`src/rtl/ifetch_unit_pkg.sv`:
```
// Shared constants for the instruction-fetch stage: FSM encodings, reset PC
// and the word-alignment helper used by the PC register.
package ifetch_unit_pkg;

    // FSM state encodings
    localparam logic [0:0] ST_IDLE = 1'b0;
    localparam logic [0:0] ST_WAIT = 1'b1;

    // Default program counter after reset (word-aligned)
    localparam logic [31:0] DEFAULT_RESET_PC = 32'h0000_3000;

    // Low address bits of a word-aligned address
    localparam logic [1:0] WORD_ALIGN_MASK = 2'b00;

    // True when the two low address bits describe a word boundary
    function automatic logic is_word_aligned(input logic [1:0] low_bits);
        return (low_bits == WORD_ALIGN_MASK);
    endfunction

endpackage

```
`src/rtl/ifetch_unit_pc_reg.sv`:
```
// Program counter register with synchronous reset, write enable and an
// alignment check. A write of a non-word-aligned value is dropped and
// reported through the misalign strobe instead.
module ifetch_unit_pc_reg
    import ifetch_unit_pkg::*;
#(
    parameter logic [31:0] RESET_PC = DEFAULT_RESET_PC
) (
    input  logic        clk,
    input  logic        rst,
    input  logic        wr_en,
    input  logic [31:0] wr_data,
    output logic [31:0] pc,
    output logic        misalign
);

    logic [31:0] pc_reg;
    logic [31:0] pc_next;
    logic        aligned;

    assign aligned  = is_word_aligned(wr_data[1:0]);
    assign misalign = wr_en & ~aligned;
    assign pc       = pc_reg;

    // Next PC: load only aligned values when write is enabled
    always_comb begin
        pc_next = pc_reg;
        if (wr_en && aligned) begin
            pc_next = wr_data;
        end
    end

    // PC state register
    always_ff @(posedge clk) begin
        if (rst) begin
            pc_reg <= RESET_PC;
        end else begin
            pc_reg <= pc_next;
        end
    end

endmodule

```
`src/rtl/ifetch_unit.sv`:
```
// Instruction-fetch stage: holds the PC, issues one word fetch per request
// over a ready handshake and captures the returned word into the IR.
// The PC is frozen while a request is outstanding so the fetch address
// never changes under the memory.
module ifetch_unit
    import ifetch_unit_pkg::*;
#(
    parameter logic [31:0] RESET_PC = DEFAULT_RESET_PC
) (
    input  logic        clk,
    input  logic        rst,
    input  logic [31:0] npc,
    input  logic        pc_wr,
    input  logic        fetch_req,
    output logic        imem_req,
    output logic [31:0] imem_addr,
    input  logic        imem_ready,
    input  logic [31:0] imem_rdata,
    output logic [31:0] pc,
    output logic [31:0] npc_t,
    output logic [31:0] ir,
    output logic        ir_valid,
    output logic        busy,
    output logic        err
);

    logic [0:0]  state_reg;
    logic [0:0]  state_next;
    logic [31:0] ir_reg;
    logic [31:0] ir_next;
    logic        ir_valid_reg;
    logic        ir_valid_next;
    logic        err_reg;
    logic        err_next;
    logic        pc_wr_en;
    logic        pc_misalign;
    logic        in_wait;

    assign in_wait  = (state_reg == ST_WAIT);

    // PC writes are only honoured while no fetch is outstanding
    assign pc_wr_en = pc_wr & ~in_wait;

    ifetch_unit_pc_reg #(
        .RESET_PC (RESET_PC)
    ) pc_reg (
        .clk      (clk),
        .rst      (rst),
        .wr_en    (pc_wr_en),
        .wr_data  (npc),
        .pc       (pc),
        .misalign (pc_misalign)
    );

    assign npc_t     = pc + 32'd4;
    assign imem_addr = pc;
    assign imem_req  = in_wait;
    assign busy      = in_wait;
    assign ir        = ir_reg;
    assign ir_valid  = ir_valid_reg;
    assign err       = err_reg;

    // FSM transitions, IR capture and sticky error detection
    always_comb begin
        state_next    = state_reg;
        ir_next       = ir_reg;
        ir_valid_next = 1'b0;
        err_next      = err_reg;
        if (in_wait) begin
            if (imem_ready) begin
                ir_next       = imem_rdata;
                ir_valid_next = 1'b1;
                state_next    = ST_IDLE;
            end
            if (pc_wr) begin
                err_next = 1'b1;
            end
        end else begin
            if (fetch_req) begin
                state_next = ST_WAIT;
            end
            if (pc_misalign) begin
                err_next = 1'b1;
            end
        end
    end

    // Control and data state registers
    always_ff @(posedge clk) begin
        if (rst) begin
            state_reg    <= ST_IDLE;
            ir_reg       <= 32'h0;
            ir_valid_reg <= 1'b0;
            err_reg      <= 1'b0;
        end else begin
            state_reg    <= state_next;
            ir_reg       <= ir_next;
            ir_valid_reg <= ir_valid_next;
            err_reg      <= err_next;
        end
    end

endmodule

```
`config.mk`:
```
export PLATFORM = sky130hd
export DESIGN_NAME = ifetch_unit
export DESIGN_NICKNAME = d
export VERILOG_FILES = /design/src/rtl/ifetch_unit_pkg.sv /design/src/rtl/ifetch_unit_pc_reg.sv /design/src/rtl/ifetch_unit.sv
export SDC_FILE = /design/constraint.sdc
export NUM_CORES = 1
export LEC_CHECK = 0
export ABC_AREA = 1
export CORE_MARGIN = 2
export CORE_UTILIZATION = 35
export DETAILED_ROUTE_END_ITERATION = 10
export GPL_TIMING_DRIVEN = 0
export PLACE_DENSITY = 0.9
export SLEW_MARGIN = 5
export SYNTH_ARGS = -nofsm -noshare
export SYNTH_HDL_FRONTEND = slang
export SYNTH_SLANG_ARGS = --single-unit
```
`constraint.sdc`:
```
create_clock -name clk -period 1.3 [get_ports clk]
set_input_delay 0.195 -clock clk [delete_from_list [all_inputs] [get_ports clk]]
set_output_delay 0.195 -clock clk [all_outputs]
set_load 0.1 [all_outputs]
```
Yosys cells after proc, flatten, opt, wreduce, memory -nomap -nowiden:

Cells that the tools add are included.

* $add $sub $neg: 1
* multipliers: 0
* div/mod/pow operators: 0
* order comparisons: 0
* equality and inequality tests: 1
* shift operators: 0
* mux-type cells: 7
* bitwise operators: 4
* reduce and logical (&&, ||, !) cells: 6

Operators with widths (number)
* 32-bit by 3-bit adder with 32-bit output, second input constant: 1
* 1-bit 2-to-1 mux: 7
* 2-bit AND reduction: 2
* 1-bit bitwise AND: 2
* 2-bit zero test: 1
* 2-bit != test, second input constant: 1
* 1-bit NOT: 2
* 2-bit nonzero test: 1
* 2-bit OR reduction: 1
* 1-bit logical AND: 1

* bits in registers: 67
* latch bits: 0
* bits in writable memories: 0
* ROM bits: 0
* bits of input ports: 69
* logic and storage cells: 24
* memories: 0

Logic depth before layout (Yosys ltp):

* word-level depth: 5
* depth in mapped cells: 8
* depth with buffers taken out: 8

Modules after synthesis:

Synthesis repeated with hierarchy kept, for this count alone.

* cells, all modules: 558
* area, all modules: 3802.4 um^2

Modules (own cells, without submodules)
* ifetch_unit: instances 1, cells an instance 355, area each 2363.5 um^2
* ifetch_unit_pc_reg: instances 1, cells an instance 203, area each 1438.9 um^2

Worst setup path before layout:

OpenSTA, ideal clock, no wires.

* path kind: reg-to-output
* start: register pc_reg.pc_reg[2], in the netlist pc_reg.pc[2]
* end: output npc_t[9]
* arrival time: 3776 ps
* required time: 1105 ps
* slack: -2671 ps
* stages on the path, launching flop included: 5
* path through: dfxtp_1 -> inv_1 -> nor2_8 -> nand2_8 -> xnor2_1

* cells in the longest elaborated chain, start to end: 1

Ends and longest elaborated chain
* start, declared: RTL line ifetch_unit_pc_reg.sv:17 `logic [31:0] pc_reg;`
* start signal, assigned: RTL line ifetch_unit_pc_reg.sv:38 `pc_reg <= pc_next;`
* 32-bit by 3-bit adder with 32-bit output: RTL line ifetch_unit.sv:55 `assign npc_t = pc + 32'd4;`
* end, declared: RTL line ifetch_unit.sv:20 `output logic [31:0] npc_t,`

No other way between the ends.

Final worst setup path:

* start: register pc_reg.pc_reg[2], in the netlist pc_reg.pc[2]
* end: output npc_t[23]

Same word-level chain as after synthesis.

==> metrics.txt <==
# TYPE chip_impl_metric gauge
chip_impl_info{name="grt_setup_unrepaired",value="true"} 1
chip_impl_metric{name="layout.nets",unit=""} 813
chip_impl_metric{name="fillerInstances",unit=""} 612
chip_impl_metric{name="stdcell_count",unit=""} 881
chip_impl_metric{name="worst_slack",unit="ps"} -815
chip_impl_metric{name="worst_pin_slew",unit="ps"} 428
chip_impl_metric{name="first_global_vias",unit=""} 4174
chip_impl_metric{name="post_route_cells_drive_above_1_share",unit="%"} 51.7
chip_impl_metric{name="synthArstFlopShare",unit="%"} 0
chip_impl_metric{name="cts_buffer_depth",unit=""} 2
chip_impl_metric{name="register_share_of_total_power",unit="%"} 34.2
chip_impl_metric{name="maxSlewHeadroom",unit="%"} 71.5
chip_impl_metric{name="hpwl_reported_at_the_end_of_detailed_placement",unit="um"} 9860
chip_impl_metric{name="setup-violations-final",unit=""} 40
chip_impl_metric{name="worst_path_arrival",unit="ps"} 1920
chip_impl_metric{name="postRouteWirelength",unit="um"} 15400
chip_impl_metric{name="total_power_density_per_cell_area",unit="nW/um^2"} 874
chip_impl_metric{name="yosysSeqAreaShare",unit="%"} 39.0
chip_impl_metric{name="dieHeight",unit="um"} 103
chip_impl_metric{name="critical_path_buf_inv_count",unit=""} 3
chip_impl_metric{name="synth_area_per_cell",unit="um^2"} 7.09
chip_impl_metric{name="synth.ff_latch_count",unit=""} 67
chip_impl_metric{name="dp_cells",unit=""} 818
chip_impl_metric{name="dr_wl_cell",unit="um"} 17.5
chip_impl_metric{name="synth.lib_cells_used.distinct",unit=""} 24
chip_impl_metric{name="antenna-diode-count",unit=""} 0
chip_impl_info{name="synth.top_cells.by_area",value="sky130_fd_sc_hd__dfxtp_1 (39%), sky130_fd_sc_hd__nand2_1 (16%), sky130_fd_sc_hd__buf_4 (7.6%)"} 1
chip_impl_metric{name="relative_contribution_of_combinational_cells_to_total_power",unit="%"} 41.5
chip_impl_metric{name="fin_skew",unit="ps"} 10.1
chip_impl_metric{name="design.portCount",unit=""} 201
chip_impl_metric{name="numClockSinks",unit=""} 67
chip_impl_metric{name="via_count_of_the_routed_design",unit=""} 4304
chip_impl_info{name="yosys-top-cells-count",value="sky130_fd_sc_hd__nand2_1 (149), sky130_fd_sc_hd__nor2_1 (68), sky130_fd_sc_hd__dfxtp_1 (67)"} 1
chip_impl_metric{name="min_period",unit="ps"} 2110
chip_impl_metric{name="switchingPower",unit="mW"} 2.83
chip_impl_metric{name="gr_ovfl_total",unit=""} 0
chip_impl_metric{name="clkPwrFrac",unit="%"} 24.3
chip_impl_metric{name="initial_core_util",unit="%"} 35.7
chip_impl_metric{name="power.share.switching",unit="%"} 43.0
chip_impl_metric{name="drt-pass1-iter-count",unit=""} 4
chip_impl_info{name="timing.critical_path.cells",value="buf_4 > clkinvlp_4 > nor2_8 > nand2_4 > nor2_8 > nand2_1 > nand2_2 > nand2_4 > buf_12"} 1
chip_impl_metric{name="synth_enable_flop_cells",unit=""} 0
chip_impl_metric{name="hold_viol_final",unit=""} 0
chip_impl_info{name="outcome",value="finished, violations left"} 1
chip_impl_info{name="critical_path_class",value="reg2out"} 1
chip_impl_info{name="violations",value="negative setup slack"} 1
chip_impl_metric{name="timing.critical_path.slowest_cell_delay",unit="ps"} 390
chip_impl_metric{name="ctsHtreeMaxLevel",unit=""} 3
chip_impl_metric{name="synth_top_area_share",unit="%"} 39.0
chip_impl_metric{name="fin_crit_sh",unit="%"} 163
chip_impl_info{name="synth_most_common_cell",value="sky130_fd_sc_hd__nand2_1"} 1
chip_impl_metric{name="rows",unit=""} 36
chip_impl_metric{name="pre_cts_ws",unit="ps"} -1710
chip_impl_metric{name="post-route-util",unit="%"} 78.1
chip_impl_metric{name="postCtsHoldBufs",unit=""} 0
chip_impl_metric{name="ff2ff_setup_slack",unit="ps"} 0
chip_impl_info{name="worstSetupEndpointType",value="primary output"} 1
chip_impl_info{name="postSynth.topFlopCell",value="sky130_fd_sc_hd__dfxtp_1"} 1
chip_impl_metric{name="fmax",unit="MHz"} 473
chip_impl_metric{name="detail_route.vias_per_cell",unit=""} 4.89
chip_impl_metric{name="vdd.ir_drop.worst",unit="mV"} 0.781
chip_impl_metric{name="dr.first_iter.drc_count",unit=""} 181
chip_impl_metric{name="drt.antenna.violating_nets",unit=""} 0
chip_impl_metric{name="mappedNetlistArea",unit="um^2"} 3440
chip_impl_info{name="critPathLaunchType",value="flop"} 1
chip_impl_metric{name="coreArea",unit="um^2"} 9640
chip_impl_metric{name="count_of_buffers_inserted_at_the_top_level_ports",unit=""} 200
chip_impl_metric{name="synth_nets",unit=""} 555
chip_impl_metric{name="report.final.slew_viol_count",unit=""} 0
chip_impl_info{name="cpMaxStageDelayCell",value="sky130_fd_sc_hd__dfxtp_4"} 1
chip_impl_metric{name="final.hold.worst_slack",unit="ps"} 379
chip_impl_metric{name="remaining_drc_errors",unit=""} 0
chip_impl_metric{name="grt_antenna_before_repair",unit=""} 0
chip_impl_info{name="ctsRootBufferMaster",value="sky130_fd_sc_hd__clkbuf_8"} 1
chip_impl_metric{name="grt_pass1_wl",unit="um"} 20100
chip_impl_metric{name="synth.yosys.warnings",unit=""} 0
chip_impl_info{name="worst_min_path_class",value="in2reg"} 1
chip_impl_info{name="path_delay_family",value="simple AND/OR/NAND/NOR gates"} 1
chip_impl_metric{name="design.die.area",unit="um^2"} 10600
chip_impl_metric{name="drv.max_cap_violation_count",unit=""} 0
chip_impl_metric{name="place.gp.congestion",unit=""} 0.855
chip_impl_metric{name="p_int",unit="mW"} 3.75
chip_impl_metric{name="crit_path_max_fanout",unit=""} 5
chip_impl_metric{name="grt_start_max_net_pins",unit=""} 14
chip_impl_metric{name="die_x",unit="um"} 103
chip_impl_info{name="netlist.top_cell.by_area",value="sky130_fd_sc_hd__dfxtp_1"} 1
chip_impl_metric{name="total_leakage_power",unit="nW"} 3.41
chip_impl_metric{name="worstSkewPairLatency",unit="ps"} 350
chip_impl_info{name="tritoncts_clock_tree",value="built"} 1
chip_impl_metric{name="worst-endpoint-required",unit="ps"} 1110
chip_impl_metric{name="tritoncts.num_buffers",unit=""} 9
chip_impl_metric{name="area_growth",unit="%"} 119
chip_impl_metric{name="clkTransAtPathRegs",unit="ps"} 80
chip_impl_metric{name="synthesized_instance_count",unit=""} 485
chip_impl_metric{name="track_usage",unit="%"} 25.0
## per-layer routing
metal / part of all wire (%) / routed length, um / up-vias / global-route usage [%]
met5: 0 / 0 / - / 0
met4: 3.5 / 547 / 0 / 10.9
met3: 8.9 / 1370 / 45 / 8.14
met2: 55 / 8460 / 228 / 46.5
met1: 33 / 5070 / 2023 / 25.3
li1: - / - / 2008 / -
## power by group through the flow
stage / Combinational (mW) / Clock, mW / Sequential (mW)
CTS: 2.56 / 1.62 / 2.25
global placement: 2.28 / 0 / 2.31
global route: 2.81 / 1.71 / 2.26
detailed placement: 2.31 / 0 / 2.32
floorplan: 1.02 / 0 / 2.95
finish: 2.73 / 1.60 / 2.25
## through the flow
stage / power (mW) / TNS (ps) / instance area (um^2)
2_1_floorplan: 3.97 / -26250 / 3960
3_3_place_gp: 4.60 / -99300 / 6130
3_5_place_dp: 4.63 / -102480 / 6130
4_1_cts: 6.44 / -18120 / 6930
5_1_grt: 6.78 / -22500 / 7520
6_report: 6.58 / -20230 / 7520
## cells by family after synthesis
family          synth area share (%)
simple gates                    38.3
compound gates                  5.96
xor+xnor                        4.25
flops                           39.0
buf+inv                         12.1
fa+ha+maj                      0.364
## cell type report
class                   count  area (um^2)  area share (%)
clock inverters             7         51.3           0.682
clock buffers               9          124            1.65
plain buffers              50          367            4.87
multi-input cells         345         2320            30.8
well taps                 133          166            2.21
repair buffers            251         2970            39.5
flip-flops and latches     67         1450            19.3
inverters                  19         75.1           0.998
## final timing paths
check,endpoint,startpoint,cells past startpoint
worst max-delay path,npc_t[23],pc_reg.pc[2],9
worst min-delay path,ir[28],imem_rdata[28],3
worst max register to register,pc_reg.pc[4],busy,5
worst min register to register,pc_reg.pc[0],pc_reg.pc[0],2
## worst register-to-register path: cells and delay by family (launching register included)
family	cells	cell delay, ps
flops	1	370
buf+inv	2	290
simple gates	2	260
compound gates	1	260
## repair_timing
action | in CTS | in global routing
setup endpoints to repair | 151 | 137
buffers inserted | 25 | 27
resized for setup | 991 | 121
cloned | 0 | 0
pin swaps | 27 | 28
## placed cells by master (no fill, tap or decap), drive strengths merged
| cell type | n |
|---|---|
| o21ai | 29 |
| o211a | 1 |
| buf | 220 |
| inv | 21 |
| dfxtp | 67 |
| ha | 1 |
| and2 | 2 |
| clkbuf | 22 |
| nand2 | 156 |
| clkinv | 3 |
| clkdlybuf4s50 | 68 |
| nor2 | 82 |
| nand3 | 43 |
| clkinvlp | 2 |
| a21oi | 10 |
| xor2 | 10 |
| xnor2 | 5 |
| nand3b | 6 |
Power figures use the tool's default switching activity.
